File: config.mk
export PLATFORM = sky130hd
export DESIGN_NAME = benes_loop_ctrl
export DESIGN_NICKNAME = d
export VERILOG_FILES = /design/src/rtl/benes_pkg.sv /design/src/rtl/benes_prio_enc.sv /design/src/rtl/benes_loop_ctrl.sv
export SDC_FILE = /design/constraint.sdc
export NUM_CORES = 1
export LEC_CHECK = 0
export ABC_AREA = 0
export BUFFER_PORTS_ARGS = -buffer_cell sky130_fd_sc_hd__buf_2
export CAP_MARGIN = 20
export CORE_MARGIN = 3
export CORE_UTILIZATION = 59
export CTS_CLUSTER_SIZE = 16
export DETAILED_ROUTE_END_ITERATION = 12
export PLACE_DENSITY_LB_ADDON = 0.05
export SYNTH_ARGS = -nofsm -noshare
export SYNTH_HDL_FRONTEND = slang
export SYNTH_SLANG_ARGS = --single-unit
export TNS_END_PERCENT = 50
File: constraint.sdc
create_clock -name clk -period 3.3 [get_ports clk]
set_input_delay 0.33 -clock clk [delete_from_list [all_inputs] [get_ports clk]]
set_output_delay 0.33 -clock clk [all_outputs]
set_load 0.005 [all_outputs]
File: src/rtl/benes_pkg.sv
// Shared definitions for the Benes looping-algorithm controller.
//   state_e   : controller FSM states
//   idx_width : bit width needed to index n items (never below 1)
package benes_pkg;

    typedef enum logic [2:0] {
        ST_IDLE  = 3'd0,
        ST_LOAD  = 3'd1,
        ST_CHECK = 3'd2,
        ST_LOOP  = 3'd3,
        ST_FINAL = 3'd4
    } state_e;

    function automatic int idx_width(input int n);
        return (n <= 2) ? 1 : $clog2(n);
    endfunction

endpackage

File: src/rtl/benes_prio_enc.sv
// Lowest-index priority encoder used to find the next uncovered switch.
//   req_i : one request bit per switch (1 = still uncovered)
//   idx_o : index of the lowest set bit of req_i (0 when none set)
//   any_o : at least one bit of req_i is set
module benes_prio_enc
    import benes_pkg::*;
#(
    parameter  int M  = 4,
    localparam int IW = idx_width(M)
) (
    input  logic [M-1:0]  req_i,
    output logic [IW-1:0] idx_o,
    output logic          any_o
);

    // Scan from the top down so the lowest set bit is the last one written.
    always_comb begin
        idx_o = '0;
        for (int k = M - 1; k >= 0; k--) begin
            if (req_i[k]) begin
                idx_o = IW'(k);
            end
        end
    end

    assign any_o = |req_i;

endmodule

File: src/rtl/benes_loop_ctrl.sv
// Looping-algorithm controller for the outer stage of an N-port Benes network.
// Given a permutation, it colours the input switches one per cycle, then
// derives the output switches and the two half-size sub-permutations.
//   clk, areset : clock, synchronous active-high reset
//   start, perm : job request and flattened permutation (field i = output of input i)
//   busy, done  : job in progress, one-cycle end-of-job pulse
//   err         : perm was not a bijection (valid with done)
//   sw_in       : input switch s, 1 = cross (input 2s+1 to upper subnet)
//   sw_out      : output switch t, 1 = output 2t fed from lower subnet
//   sub_up/dn   : field s = output-switch index reached from subnet input s
module benes_loop_ctrl
    import benes_pkg::*;
#(
    parameter int N = 8,
    parameter int W = $clog2(N)
) (
    input  logic                     clk,
    input  logic                     areset,
    input  logic                     start,
    input  logic [N*W-1:0]           perm,
    output logic                     busy,
    output logic                     done,
    output logic                     err,
    output logic [N/2-1:0]           sw_in,
    output logic [N/2-1:0]           sw_out,
    output logic [(N/2)*(W-1)-1:0]   sub_up,
    output logic [(N/2)*(W-1)-1:0]   sub_dn
);

    localparam int H  = N / 2;   // switches per outer stage
    localparam int SW = W - 1;   // switch-index width

    state_e          state_q, state_d;

    // Job tables: captured permutation, its inverse and an output-seen map.
    logic [W-1:0]    perm_q [N];
    logic [W-1:0]    inv_q  [N];
    logic [W-1:0]    inv_d  [N];
    logic [N-1:0]    seen_q, seen_d;

    // Looping state.
    logic [H-1:0]    cover_q, cover_d;
    logic [H-1:0]    sw_work_q;
    logic [W-1:0]    cur_q, cur_d;      // input routed upper this cycle
    logic [SW-1:0]   cur_sw;
    logic [W-1:0]    partner_out;
    logic [W-1:0]    cand;              // input forced lower by the partner output
    logic [SW-1:0]   pe_idx;
    logic            pe_any;

    // Result registers.
    logic            done_q, err_q;
    logic [H-1:0]    sw_in_q, sw_out_q, sw_out_d;
    logic [H*SW-1:0] sub_up_q, sub_up_d, sub_dn_q, sub_dn_d;

    // ---------------------------------------------------------------- FSM
    always_ff @(posedge clk) begin
        if (areset) begin
            state_q <= ST_IDLE;
        end else begin
            state_q <= state_d;
        end
    end

    always_comb begin
        state_d = state_q;
        unique case (state_q)
            ST_IDLE:  if (start) state_d = ST_LOAD;
            ST_LOAD:  state_d = ST_CHECK;
            ST_CHECK: state_d = (&seen_q) ? ST_LOOP : ST_IDLE;
            // One switch is covered per cycle; leave once none remain.
            ST_LOOP:  if (!pe_any) state_d = ST_FINAL;
            ST_FINAL: state_d = ST_IDLE;
            default:  state_d = ST_IDLE;
        endcase
    end

    // ------------------------------------------------------ inverse table
    // A duplicated output leaves some other output unseen, so "all seen"
    // is exactly the bijection test.
    always_comb begin
        seen_d = '0;
        for (int o = 0; o < N; o++) begin
            inv_d[o] = '0;
        end
        for (int i = 0; i < N; i++) begin
            inv_d[perm_q[i]]  = W'(i);
            seen_d[perm_q[i]] = 1'b1;
        end
    end

    always_ff @(posedge clk) begin
        if (!areset && state_q == ST_IDLE && start) begin
            for (int i = 0; i < N; i++) begin
                perm_q[i] <= perm[i*W +: W];
            end
        end
        if (state_q == ST_LOAD) begin
            inv_q  <= inv_d;
            seen_q <= seen_d;
        end
    end

    // ------------------------------------------------------- looping step
    // Current input cur_q goes upper, so its output's partner must be fed
    // from the lower subnet: the input driving it goes lower and its switch
    // mate goes upper. A closed cycle restarts at the lowest free switch.
    assign cur_sw      = cur_q[W-1:1];
    assign partner_out = perm_q[cur_q] ^ W'(1);
    assign cand        = inv_q[partner_out];
    assign cover_d     = cover_q | (H'(1) << cur_sw);

    benes_prio_enc #(
        .M (H)
    ) u_prio (
        .req_i (~cover_d),
        .idx_o (pe_idx),
        .any_o (pe_any)
    );

    assign cur_d = cover_d[cand[W-1:1]] ? {pe_idx, 1'b0} : (cand ^ W'(1));

    // ---------------------------------------------------- final stage
    for (genvar gi = 0; gi < H; gi++) begin : g_sw
        logic [W-1:0] up_src, dn_src, out_src;
        assign up_src  = {SW'(gi),  sw_work_q[gi]};
        assign dn_src  = {SW'(gi), ~sw_work_q[gi]};
        assign out_src = inv_q[{SW'(gi), 1'b0}];
        assign sub_up_d[gi*SW +: SW] = perm_q[up_src][W-1:1];
        assign sub_dn_d[gi*SW +: SW] = perm_q[dn_src][W-1:1];
        // Source of output 2t is a lower-subnet input when its low bit
        // differs from its switch setting.
        assign sw_out_d[gi] = out_src[0] ^ sw_work_q[out_src[W-1:1]];
    end

    // -------------------------------------------------------- datapath
    always_ff @(posedge clk) begin
        if (areset) begin
            done_q    <= 1'b0;
            err_q     <= 1'b0;
            cover_q   <= '0;
            sw_work_q <= '0;
            cur_q     <= '0;
            sw_in_q   <= '0;
            sw_out_q  <= '0;
            sub_up_q  <= '0;
            sub_dn_q  <= '0;
        end else begin
            done_q <= 1'b0;
            unique case (state_q)
                ST_IDLE: begin
                    if (start) begin
                        err_q   <= 1'b0;
                        cover_q <= '0;
                        cur_q   <= '0;
                    end
                end
                ST_CHECK: begin
                    if (!(&seen_q)) begin
                        err_q  <= 1'b1;
                        done_q <= 1'b1;
                    end
                end
                ST_LOOP: begin
                    sw_work_q[cur_sw] <= cur_q[0];
                    cover_q           <= cover_d;
                    cur_q             <= cur_d;
                end
                ST_FINAL: begin
                    sw_in_q  <= sw_work_q;
                    sw_out_q <= sw_out_d;
                    sub_up_q <= sub_up_d;
                    sub_dn_q <= sub_dn_d;
                    done_q   <= 1'b1;
                end
                default: ;
            endcase
        end
    end

    assign busy   = (state_q != ST_IDLE);
    assign done   = done_q;
    assign err    = err_q;
    assign sw_in  = sw_in_q;
    assign sw_out = sw_out_q;
    assign sub_up = sub_up_q;
    assign sub_dn = sub_dn_q;

endmodule

# Word level (Yosys, flattened, before mapping)
# Memory sizes are Yosys's and may differ from the RTL's. A register that Yosys moved wholly into a read port is not among the register bits.
# Index checks and enable logic that the tools add are counted.
[totals]
regBits = 56
mem_bits_rw = 24
inputBits = 27
word_cells = 202
mem_count = 1
[classes]
order_cmp = 38
eq_ne = 7
shift = 1
n_mux = 68
n_bitwise = 42
n_reduce_logical = 28
[mem_list]
columns = ["name", "depth", "width", "read_ports", "rd_ports_with_merged_regs", "wr", "line", "text"]
rows = [
  ["perm_q", 8, 3, 17, 9, 8, "benes_loop_ctrl.sv:36", "logic [W-1:0] perm_q [N];"],
]
[ops]
columns = ["op", "n"]
rows = [
  ["OR 8 bit", 8],
  ["demux 3 bit (select 3 bit)", 7],
  ["OR 16 bit", 3],
  ["2-to-1 mux 3 bit", 15],
  ["greater-or-equal comparator 4 bit, second input constant", 8],
  ["< comparator 3 x 4 -> 1 bit, second input constant", 8],
  ["inverter 16 bit", 2],
  ["inverter 3 -> 4 bit", 8],
  ["< comparator 4 x 1 -> 1 bit, second input constant", 7],
  ["AND 8 bit", 3],
  ["demux 1 bit (select 3 bit)", 8],
  ["greater-or-equal comparator 3 x 1 -> 1 bit, second input constant", 8],
  ["inverter 8 bit", 3],
  ["OR 24 bit", 1],
  ["2-to-1 mux 1 bit", 19],
  ["logical AND 1 bit", 18],
  ["< comparator 2 x 3 -> 1 bit, second input constant", 6],
  ["AND 15 x 16 -> 16 bit", 1],
  ["AND 16 bit", 1],
  ["case mux 3 bit (4 select lines)", 1],
  ["binary-select mux 1 bit (select 2 bit)", 5],
  ["2-to-1 mux 2 bit", 5],
  ["binary-select mux 3 bit (select 3 bit)", 1],
  ["case mux 4 bit (2 select lines)", 1],
  ["other kinds (23)", 37],
]

# Logic depth before layout (Yosys ltp)
# Gate-level depths: netlist of run 1.
# An unclocked memory read counts as a cell.
[logic_depth]
ltp_word = 13
ltp_mapped = 9
mapped_depth_nobuf = 8

# Hierarchy
# Synthesis of run 1 repeated with hierarchy kept, for this count alone.
[hier_totals]
hier_cells = 471
hier_area_um2 = 5041.1
[modules_own_cells]
columns = ["module", "instances", "cells_per_inst", "area_each_um2", "seq_area_each_um2"]
rows = [
  ["benes_loop_ctrl", 1, 464, 5006.1, 2542.4],
  ["benes_prio_enc", 1, 7, 35.0, 0.0],
]

# Worst setup path before layout of run 1
# OpenSTA, ideal clock, no wires.
[synth_path]
path_type = "register to register"
startpoint = "mem perm_q[0][2] in the netlist's numbering"
endpoint = "reg (tool-made name)"
setup_time_ps = 107
t_arrival_ps = 2581
t_required_ps = 3193
path_slack_ps = 612
path_stages_with_launch = 10
n_path_buf = 1
synth_period_minus_slack_ps = 2688
cell_sequence = "edfxtp_1 clkbuf_1 mux4_2 mux2i_4 mux2_1 nor2_1 a21oi_1 a2111oi_0 inv_1 o311ai_1"
[synth_rtl]
columns = ["item", "line"]
rows = [
  ["from (decl)", "benes_loop_ctrl.sv:36"],
]

==> reports/qor.txt, run 1 <==
CTS
--------------------------------------------------------------------------------------------------------
Clock sink count                                                                                      99
CTS tree                                                                                            done
Master cell of the clock root buffer                                                            clkbuf_8
Number of buffers created by CTS                                                                       9
Post-CTS clock slew at the launch and capture registers of the worst setup and hold paths        0.10 ns
Maximum clock path buffer count                                                                        2
Count of buffers added by post-CTS timing repair for setup                                             0
Post-cts sizing count                                                                                  0
Clock latency on the worst-skew pair                                                             0.36 ns
H-tree levels                                                                                          3
Hold Buf Count CTS                                                                                     0

TIMING
--------------------------------------------------------------------------------------------------------
RSZ-0062 raised after global routing                                                                  no
Max Freq                                                                                         340 MHz
Slew at the pin closest to its max-slew limit                                                   0.691 ns
Post-route worst hold slack                                                                     0.135 ns
Setup Total Neg Slack                                                                               0 ns
Post-route clock skew                                                                          0.0118 ns
Remaining max-slew budget at the tightest pin                                                      0.539
Crit path time final                                                                             2.94 ns
Final cycle utilization of the critical path                                                       0.891
Number of endpoints failing setup at the final stage                                                   0
Smallest setup slack after layout                                                               0.360 ns
Final max-slew violation count                                                                         0
Count of final hold-check violations                                                                   0

PLACE
--------------------------------------------------------------------------------------------------------
Gp weighted congestion                                                                             0.999
Post-detailed-placement half-perimeter wirelength                                                9.76 mm
Worst slack at placement                                                                        0.397 ns
DP Cell Count                                                                                        643
Input/output buffers                                                                                  53
Placement-stage cell area                                                                       5640 um2

FINAL LAYOUT
--------------------------------------------------------------------------------------------------------
Layout filler cell count                                                                             644
NumNets Final                                                                                        576
Post-Layout Inst Area                                                                           5840 um2
Area overhead of the layout relative to synthesis                                                  11.7%
Number of antenna cells inserted                                                                       0
Number of cells in the finished layout apart from fillers                                            659
Share of final-layout standard cells stronger than drive strength 1                                0.213

GLOBAL ROUTING
--------------------------------------------------------------------------------------------------------
Vias in the first global route                                                                      3825
Number of antenna violations at the first check in global routing                                      0
Maximum number of pins on one net before global-route repair                                          45
Global-route wire length before repair                                                           20.1 mm
Combined global-route utilization of all metal layers                                              0.264
Grt total ovfl                                                                                         0

OUTCOME
--------------------------------------------------------------------------------------------------------
Run status                                                                                  finished clean

DETAILED ROUTING
--------------------------------------------------------------------------------------------------------
Remaining routing DRC violations                                                                       0
Vias after detailed routing                                                                         4154
Via-to-Cell Ratio                                                                                   6.30
First-pass detailed-route iteration total                                                              5
Post-detailed-routing wire length                                                                12.9 mm
DRT iter0 DRCs                                                                                       476
Detail Route Antenna Nets                                                                              0
WL per Instance                                                                                  19.6 um

SYNTH
--------------------------------------------------------------------------------------------------------
Sequential cell area fraction in the yosys report                                                  0.487
Post-Syn Area per Cell                                                                          10.4 um2
Synth top cells by count                                                                    nor2_1 (60), edfxtp_1 (56), dfxtp_1 (43), mux2i_1 (38), clkbuf_1 (32)
Post-synthesis register bit count                                                                     99
Cells taking the most area after synthesis                                                  edfxtp_1 (32%), dfxtp_1 (16%), mux2i_1 (7.3%), mux4_2 (4.3%), nor2_1 (4.3%)
Most used flip-flop cell after synthesis                                                        edfxtp_1
Synth warn                                                                                             0
Library cell with the largest summed area after synthesis                                       edfxtp_1
Count of mapped cells out of synthesis                                                               502
Number of enable-type register cells in the synthesized netlist                                       56
Library cells used by synthesis                                                                       57
Async SR Flop Fraction                                                                                 0
Most repeated cell in the gate-level netlist after synthesis                                      nor2_1
Share of the synthesized area in the top cell type                                                 0.322
Syn nets                                                                                             529
Cell area after technology mapping                                                              5220 um2

POWER AND IR DROP
--------------------------------------------------------------------------------------------------------
Static leakage power                                                                             2.11 nW
IR Drop Worst-Case VDD                                                                          0.242 mV
Total power per unit cell area                                                                419 nW/um2

FLOW RUN
--------------------------------------------------------------------------------------------------------
Max-Cap Viols                                                                                          0

FLOORPLANNING
--------------------------------------------------------------------------------------------------------
Top Ports                                                                                             54
Overall die height                                                                                100 um
Starting utilization of the core area                                                              0.620
Die Area                                                                                       10000 um2
Core Box Area                                                                                   8420 um2
Row count                                                                                             33
Horizontal extent of the die                                                                      100 um

WORST SETUP PATH
--------------------------------------------------------------------------------------------------------
Slowest cell on the critical path                                                                dfxtp_1
Slowest stage delay, CP                                                                          0.62 ns
Max FO, Critical Path                                                                                  7
Required time of the critical path                                                               3.54 ns
Endpoint type of the worst setup path                                                               flop
Crit path DAT                                                                                    3.18 ns
Minimum setup slack among reg-to-reg paths                                                       0.36 ns
Worst setup path category                                                                   flop to flop
Reg2reg path depth                                                                                     6
Type of element launching the critical path                                                         flop
Cell-by-cell trace of the critical path                                                     mux4_2, mux2i_2, a21oi_1, a2111oi_0, inv_1, o311ai_1

HOLD PATH
--------------------------------------------------------------------------------------------------------
Worst hold-check path type                                                                  primary input to flop

## power breakdown
group / switching [mW] / internal [mW] / leakage, nW / total, mW
Sequential: 0.0311 / 1.36 / 0.867 / 1.39
Combinational: 0.168 / 0.117 / 1.15 / 0.285
Clock: 0.440 / 0.328 / 0.0917 / 0.768
Total: 0.639 / 1.80 / 2.11 / 2.44
## worst min path at each step
| stage | depth (start not counted) | startpoint | endpoint | slack (ns) |
|---|---|---|---|---|
| global route | 1 | perm[17] | perm_q[5][2] | 0.12 |
| finish | 1 | perm[9] | perm_q[3][0] | 0.14 |
| floorplan | 0 | perm[0] | perm_q[0][0] | 0.43 |
| detailed placement | 1 | err | err | 0.45 |
| CTS | 1 | perm[9] | perm_q[3][0] | 0.12 |
| global placement | 1 | err | err | 0.44 |
## placed cells by master (no fill, tap or decap), drive strengths merged, types with 6 or more instances in the layout
cell type and count:
nand2b 12, nor2 60, a211oi 24, a31oi 6, buf 80, mux4 12
o21ai 22, o22ai 6, clkbuf 11, dfxtp 43, or3 6, nand3b 9
nand3 16, a21oi 18, nor3b 10, nand2 30, inv 12, nor3 12
o21a 7, mux2i 41, edfxtp 56
## per-layer routing
metal  share of wire  global-route usage  up-vias
met5               0                   0        -
met4           0.037               0.121        0
met3           0.070              0.0354       41
met2            0.45               0.411      203
met1            0.44               0.369     1954
li1                -                   -     1956
## area by class of cell
cell class,instances,area [um2],share of cell area
clock buffer,11,153,0.0262
clock inverter,5,41.3,0.00708
inverter,10,37.5,0.00643
multi-input combinational,349,2460,0.422
sequential,99,2540,0.436
tap,105,131,0.0225
timing repair buffer,80,468,0.0802
## sequential cells by signal, indices dropped and copies added (netlist names), named ones only
name,count
inv_q,12
cur_q,3
err,1
cover_q,4
seen_q,8
g_sw.out_src,12
sub_up,8
sw_in,4
perm_q,24
sw_out,4
sub_dn,8
done,1
state_q,3
sw_work_q,4
## critical path: cells and delay by family (launching register included)
family,cells,cell delay [ns]
AOI/OAI and AO/OA,3,1.09
DFF,1,0.62
buffers and inverters,1,0.09
muxes,2,1.03
## metrics by stage
step,util,power (mW)
finish,0.693,2.44
global route,0.693,2.52
CTS,0.693,2.45
detailed placement,0.670,1.70
global placement,0.670,1.69
floorplan,-,1.59
## logic make-up after synthesis
family                    Yosys count  share of synthesized area
xor gates and xnor gates            5                    0.00838
DFF                                99                      0.487
muxes                              55                      0.142
AOI/OAI and AO/OA                 108                      0.143
buffers and inverters              54                     0.0434
and+or+nand+nor                   181                      0.177
No activity file was read; power rests on OpenSTA's default activity.
==> run 2: changes to the inputs <==
--- a/config.mk
+++ b/config.mk
@@ -12,7 +12,7 @@
 export CORE_UTILIZATION = 59
 export CTS_CLUSTER_SIZE = 16
 export DETAILED_ROUTE_END_ITERATION = 12
-export PLACE_DENSITY_LB_ADDON = 0.05
+export PLACE_DENSITY = 0.79
 export SYNTH_ARGS = -nofsm -noshare
 export SYNTH_HDL_FRONTEND = slang
 export SYNTH_SLANG_ARGS = --single-unit
==> run 2 against run 1 <==
  * Clock skew down 0.0043 ns
  * Combinational power about the same
  * Cell count rose by 0.15%
  * First-iteration DRC count fell by 9.0%
  * Wire length decreased by 0.44%
  * Core utilization increased by 0.55 points
  * Sequential power barely moved
  * Critical path type unchanged
  * Largest cell class unchanged
  * Largest power group unchanged
==> reports/qor.txt, run 2 (same netlist as run 1, synthesis figures left out) <==
OUTCOME
--------------------------------------------------------------------------------------------------------
Run status                                                                                  finished clean

WORST SETUP PATH
--------------------------------------------------------------------------------------------------------
Cell with the most instances on the worst path                                                   mux2i_1
Crit path DAT                                                                                    3.21 ns   +0.03 ns
Endpoint type of the worst setup path                                                               flop
Slowest stage delay, CP                                                                          0.61 ns   about the same
Max FO, Critical Path                                                                                  9   +2
Cell-by-cell trace of the critical path                                                     mux4_2, mux2i_4, mux2i_1, a22oi_1, o21a_4, mux2i_1, o211ai_2, a311oi_2
Worst setup path category                                                                   flop to flop
Required time of the critical path                                                               3.59 ns   +0.05 ns
Type of element launching the critical path                                                         flop
Slowest cell on the critical path                                                                dfxtp_1

DETAILED ROUTING
--------------------------------------------------------------------------------------------------------
WL per Instance                                                                                  19.4 um   -0.59%
Via-to-Cell Ratio                                                                                   6.44   +2.2%
Detail Route Antenna Nets                                                                              0   unchanged
Remaining routing DRC violations                                                                       0   unchanged
First-pass detailed-route iteration total                                                              5   unchanged
Post-detailed-routing wire length                                                                12.8 mm   -0.44%
Vias after detailed routing                                                                         4253   +2.4%
DRT iter0 DRCs                                                                                       433   -9.0%

POWER AND IR DROP
--------------------------------------------------------------------------------------------------------
IR Drop Worst-Case VDD                                                                          0.245 mV   +1.1%
Fraction of power spent switching nets                                                             0.248   -0.0134
Total power per unit cell area                                                                432 nW/um2   +3.3%
Static leakage power                                                                             2.14 nW   +1.7%
Relative contribution of sequential cells to total power                                           0.547   -0.022
Switching Power                                                                                 0.631 mW   -1.2%
Part of the power in combinational logic                                                           0.112   -0.005
Sum of internal, switching and leakage power                                                     2.54 mW   +4.1%
Power Internal                                                                                   1.91 mW   +6.0%
Clock share of power                                                                               0.342   +0.027

FLOORPLANNING
--------------------------------------------------------------------------------------------------------
Top Ports                                                                                             54   unchanged
Starting utilization of the core area                                                              0.620   unchanged
Die Area                                                                                       10000 um2   unchanged
Core Box Area                                                                                   8420 um2   unchanged
Row count                                                                                             33   unchanged
Horizontal extent of the die                                                                      100 um   unchanged
Overall die height                                                                                100 um   unchanged

FINAL LAYOUT
--------------------------------------------------------------------------------------------------------
Layout filler cell count                                                                             652   +1.2%
Register with the highest flop count                                                              perm_q
Post-Layout Inst Area                                                                           5880 um2   +0.79%
Largest register FFs                                                                                  24   unchanged
Share of final-layout standard cells stronger than drive strength 1                                0.216   +0.00322
Number of antenna cells inserted                                                                       0   unchanged
Commonest non-fill, non-tap cell in the layout                                                    nor2_1
Most frequent cells in the layout                                                           nor2_1 (57), edfxtp_1 (56), buf_2 (53), dfxtp_1 (43), mux2i_1 (38)
Area overhead of the layout relative to synthesis                                                  12.6%
NumNets Final                                                                                        577   +0.17%

PLACE
--------------------------------------------------------------------------------------------------------
Input/output buffers                                                                                  53   unchanged
Placement-stage cell area                                                                       5650 um2   +0.13%
Post-detailed-placement half-perimeter wirelength                                                9.35 mm   -4.2%
Worst slack at placement                                                                        0.400 ns   +0.00257 ns
Gp weighted congestion                                                                             0.975   -2.4%

GLOBAL ROUTING
--------------------------------------------------------------------------------------------------------
Grt total ovfl                                                                                         0   unchanged
Maximum number of pins on one net before global-route repair                                          45   unchanged
Combined global-route utilization of all metal layers                                              0.262   -0.00181
Number of antenna violations at the first check in global routing                                      0   unchanged
Global-route wire length before repair                                                           20.1 mm   -0.10%
Vias in the first global route                                                                      3848   +0.60%

FLOW RUN
--------------------------------------------------------------------------------------------------------
Max-Cap Viols                                                                                          0   unchanged

TIMING
--------------------------------------------------------------------------------------------------------
Smallest setup slack after layout                                                               0.382 ns   +0.0211 ns
Post-route clock skew                                                                         0.00753 ns   -0.00426 ns
Slew at the pin closest to its max-slew limit                                                   0.677 ns   -0.0146 ns
Final cycle utilization of the critical path                                                       0.884   -0.00638
Final max-slew violation count                                                                         0   unchanged
RSZ-0062 raised after global routing                                                                  no
Setup Total Neg Slack                                                                               0 ns   unchanged
Number of endpoints failing setup at the final stage                                                   0   unchanged
Crit path time final                                                                             2.92 ns   -0.0211 ns
Count of final hold-check violations                                                                   0   unchanged
Remaining max-slew budget at the tightest pin                                                      0.549   +0.00973
Max Freq                                                                                         343 MHz   +0.72%

CTS
--------------------------------------------------------------------------------------------------------
Clock latency on the worst-skew pair                                                             0.38 ns   +0.02 ns
Count of buffers added by post-CTS timing repair for setup                                             0   unchanged
Post-cts sizing count                                                                                  0   unchanged
Hold Buf Count CTS                                                                                     0   unchanged
Clock sink count                                                                                      99   unchanged
Master cell of the clock root buffer                                                            clkbuf_8
Maximum clock path buffer count                                                                        2   unchanged
Post-CTS clock slew at the launch and capture registers of the worst setup and hold paths        0.10 ns   about the same
Number of buffers created by CTS                                                                       9   unchanged
CTS tree                                                                                            done
H-tree levels                                                                                          3   unchanged

HOLD PATH
--------------------------------------------------------------------------------------------------------
Worst hold-check path type                                                                  primary input to flop
Worst Min Path Start                                                                            perm[13]

==> run 2: critical path: cells and delay by family, from the launching register on <==
kind            cells  cell delay (ns)
compound gates      4             0.82
mux                 4             1.39
flops               1             0.61
==> run 2: final cells by class <==
class	instances	area, um2	area share
clock inverters	3	20.0	0.00340
inverters	10	37.5	0.00638
well taps	105	131	0.0223
flip-flops and latches	99	2540	0.432
repair buffers	81	475	0.0808
clock buffers	13	213	0.0362
multi-input cells	349	2460	0.419
==> run 2: power by group through the flow <==
stage                     Clock (mW)  Combinational [mW]  Sequential [mW]
after floorplan                    0               0.193             1.40
after global placement             0               0.270             1.42
after detailed placement           0               0.278             1.42
after CTS                      0.874               0.279             1.39
after global routing           0.928               0.306             1.39
final                          0.869               0.284             1.39
==> run 2: path summary, 6_finish.rpt <==
| check | end | slack [ns] | cells after the start |
|---|---|---|---|
| min reg2reg | err | 0.49 | 1 |
| max | cur_q[2] | 0.38 | 8 |
| max reg2reg | cur_q[2] | 0.38 | 8 |
| min | perm_q[4][1] | 0.12 | 1 |
==> run 2: per-layer routing <==
| metal | vias to the layer above | wire length, um | GRT usage |
|---|---|---|---|
| met5 | - | 0 | 0 |
| met4 | 0 | 283 | 0.0736 |
| met3 | 26 | 1260 | 0.0584 |
| met2 | 277 | 5950 | 0.408 |
| met1 | 1993 | 5340 | 0.373 |
| li1 | 1957 | - | - |
==> run 2: through the flow <==
| step | hold WS, ns | cells | util |
|---|---|---|---|
| 2_1_floorplan | 0.429 | 502 | - |
| 3_3_place_gp | 0.443 | 644 | 0.671 |
| 3_5_place_dp | 0.467 | 644 | 0.671 |
| 4_1_cts | 0.122 | 660 | 0.698 |
| 5_1_grt | 0.114 | 660 | 0.698 |
| 6_report | 0.123 | 660 | 0.698 |
==> run 3: changes to the inputs <==
--- a/config.mk
+++ b/config.mk
@@ -12,7 +12,7 @@
 export CORE_UTILIZATION = 59
 export CTS_CLUSTER_SIZE = 16
 export DETAILED_ROUTE_END_ITERATION = 12
-export PLACE_DENSITY = 0.79
+export PLACE_DENSITY = 0.77
 export SYNTH_ARGS = -nofsm -noshare
 export SYNTH_HDL_FRONTEND = slang
 export SYNTH_SLANG_ARGS = --single-unit
==> run 3 against run 2 <==
  * Core utilization is 0.59 points lower
  * Power shrank 2.1%
  * Critical path depth is 2 lower
  * Clock power is 6.2% lower
  * Non-clock buffer count is 4 lower
  * Sequential power about the same
  * First-iteration DRC count down 2.3%
==> reports/qor.txt, run 3 (same netlist as run 1, synthesis figures left out) <==
FLOORPLANNING
--------------------------------------------------------------------------------------------------------
Core Box Area                                                                                   8420 um2   unchanged
Row count                                                                                             33   unchanged
Top Ports                                                                                             54   unchanged
Horizontal extent of the die                                                                      100 um   unchanged
Overall die height                                                                                100 um   unchanged
Starting utilization of the core area                                                              0.620   unchanged
Die Area                                                                                       10000 um2   unchanged

CTS
--------------------------------------------------------------------------------------------------------
Master cell of the clock root buffer                                                            clkbuf_8
Maximum clock path buffer count                                                                        2   unchanged
Clock sink count                                                                                      99   unchanged
Number of buffers created by CTS                                                                       9   unchanged
Post-CTS clock slew at the launch and capture registers of the worst setup and hold paths        0.10 ns   about the same
Hold Buf Count CTS                                                                                     0   unchanged
Post-cts sizing count                                                                                  0   unchanged
CTS tree                                                                                            done
Count of buffers added by post-CTS timing repair for setup                                             0   unchanged
Clock latency on the worst-skew pair                                                             0.36 ns   -0.02 ns
H-tree levels                                                                                          3   unchanged

GLOBAL ROUTING
--------------------------------------------------------------------------------------------------------
Combined global-route utilization of all metal layers                                              0.271   +0.00918
Global-route wire length before repair                                                           20.9 mm   +3.7%
Maximum number of pins on one net before global-route repair                                          45   unchanged
Grt total ovfl                                                                                         0   unchanged
Number of antenna violations at the first check in global routing                                      0   unchanged
Vias in the first global route                                                                      3925   +2.0%

TIMING
--------------------------------------------------------------------------------------------------------
Post-route clock skew                                                                          0.0154 ns   +0.00784 ns
Number of endpoints failing setup at the final stage                                                   0   unchanged
Final max-slew violation count                                                                         0   unchanged
Remaining max-slew budget at the tightest pin                                                      0.543   -0.00562
Max Freq                                                                                         338 MHz   -1.4%
Final cycle utilization of the critical path                                                       0.897   +0.0124
Crit path time final                                                                             2.96 ns   +0.0409 ns
Setup Total Neg Slack                                                                               0 ns   unchanged
Slew at the pin closest to its max-slew limit                                                   0.685 ns   +0.00843 ns
Count of final hold-check violations                                                                   0   unchanged
RSZ-0062 raised after global routing                                                                  no
Post-route worst hold slack                                                                     0.142 ns   +0.0185 ns

POWER AND IR DROP
--------------------------------------------------------------------------------------------------------
Switching Power                                                                                 0.625 mW   -1.0%
Total power per unit cell area                                                                427 nW/um2   -1.2%
Static leakage power                                                                             2.11 nW   -1.4%
Fraction of power spent switching nets                                                             0.251   +0.00260
Part of the power in combinational logic                                                           0.112   about the same
Power Internal                                                                                   1.87 mW   -2.4%
IR Drop Worst-Case VDD                                                                          0.273 mV   +12%
Clock share of power                                                                               0.327   -0.015
Relative contribution of sequential cells to total power                                           0.561   +0.014
Sum of internal, switching and leakage power                                                     2.49 mW   -2.1%

DETAILED ROUTING
--------------------------------------------------------------------------------------------------------
Post-detailed-routing wire length                                                                13.2 mm   +2.6%
Remaining routing DRC violations                                                                       0   unchanged
Detail Route Antenna Nets                                                                              0   unchanged
WL per Instance                                                                                  20.1 um   +3.3%
DRT iter0 DRCs                                                                                       423   -2.3%
Vias after detailed routing                                                                         4238   -0.35%
Via-to-Cell Ratio                                                                                   6.46   +0.25%
First-pass detailed-route iteration total                                                              5   unchanged

FINAL LAYOUT
--------------------------------------------------------------------------------------------------------
Number of cells in the finished layout apart from fillers                                            656   -0.61%
Number of antenna cells inserted                                                                       0   unchanged
Share of final-layout standard cells stronger than drive strength 1                                0.209   -0.00750
Largest register FFs                                                                                  24   unchanged
Area overhead of the layout relative to synthesis                                                  11.6%
Most frequent cells in the layout                                                           nor2_1 (57), edfxtp_1 (56), buf_2 (53), dfxtp_1 (43), mux2i_1 (38)
Commonest non-fill, non-tap cell in the layout                                                    nor2_1
Post-Layout Inst Area                                                                           5830 um2   -0.85%
Register with the highest flop count                                                              perm_q
NumNets Final                                                                                        573   -0.69%

PLACE
--------------------------------------------------------------------------------------------------------
DP Cell Count                                                                                        640   -0.62%
Input/output buffers                                                                                  53   unchanged
Post-detailed-placement half-perimeter wirelength                                                9.96 mm   +6.6%
Gp weighted congestion                                                                             0.976   +0.15%
Placement-stage cell area                                                                       5620 um2   -0.53%

WORST SETUP PATH
--------------------------------------------------------------------------------------------------------
Endpoint type of the worst setup path                                                               flop
Max FO, Critical Path                                                                                  7   -2
Type of element launching the critical path                                                         flop
Worst setup path category                                                                   flop to flop
Required time of the critical path                                                               3.56 ns   -0.03 ns
Crit path DAT                                                                                    3.22 ns   about the same

HOLD PATH
--------------------------------------------------------------------------------------------------------
Worst hold-check path type                                                                  primary input to flop

FLOW RUN
--------------------------------------------------------------------------------------------------------
Max-Cap Viols                                                                                          0   unchanged

OUTCOME
--------------------------------------------------------------------------------------------------------
Run status                                                                                  finished clean

==> run 3: metrics by stage <==
stage	setup slack, ns	utilization
after floorplan	0.612	-
after global routing	0.152	0.692
final	0.341	0.692
after CTS	0.344	0.692
after global placement	0.489	0.667
after detailed placement	0.389	0.667
==> run 3: final timing paths <==
path	start	to	slack, ns	cells after the start
max	flop	cur_q[0]	0.34	6
min	perm[13]	perm_q[4][1]	0.14	1
max reg2reg	flop	cur_q[0]	0.34	6
min reg2reg	err	err	0.48	1
==> run 3: final cells by class <==
class | instances | area, um2
Clock buffer | 13 | 191
Clock inverter | 3 | 21.3
Fill cell | 682 | 2590
Inverter | 10 | 37.5
Multi-Input combinational cell | 349 | 2460
Sequential cell | 99 | 2540
Tap cell | 105 | 131
Timing Repair Buffer | 77 | 445
==> run 3: critical path: stages, from the launching register on <==
cell	delay, ns
dfxtp_1	0.66
mux4_2	0.63
mux2i_2	0.40
a21oi_1	0.12
a2111oi_0	0.63
inv_1	0.10
o311ai_1	0.31
==> run 3: per-layer routing <==
metal | share of wire | GRT usage
met5 | 0 | 0
met4 | 0.037 | 0.108
met3 | 0.11 | 0.0612
met2 | 0.43 | 0.394
met1 | 0.42 | 0.396
==> run 3: power by group through the flow <==
| stage | combinational [mW] | sequential, mW | clock, mW |
|---|---|---|---|
| 2_1_floorplan | 0.193 | 1.40 | 0 |
| 3_3_place_gp | 0.269 | 1.42 | 0 |
| 3_5_place_dp | 0.274 | 1.42 | 0 |
| 4_1_cts | 0.274 | 1.39 | 0.827 |
| 5_1_grt | 0.305 | 1.40 | 0.880 |
| 6_report | 0.279 | 1.40 | 0.815 |
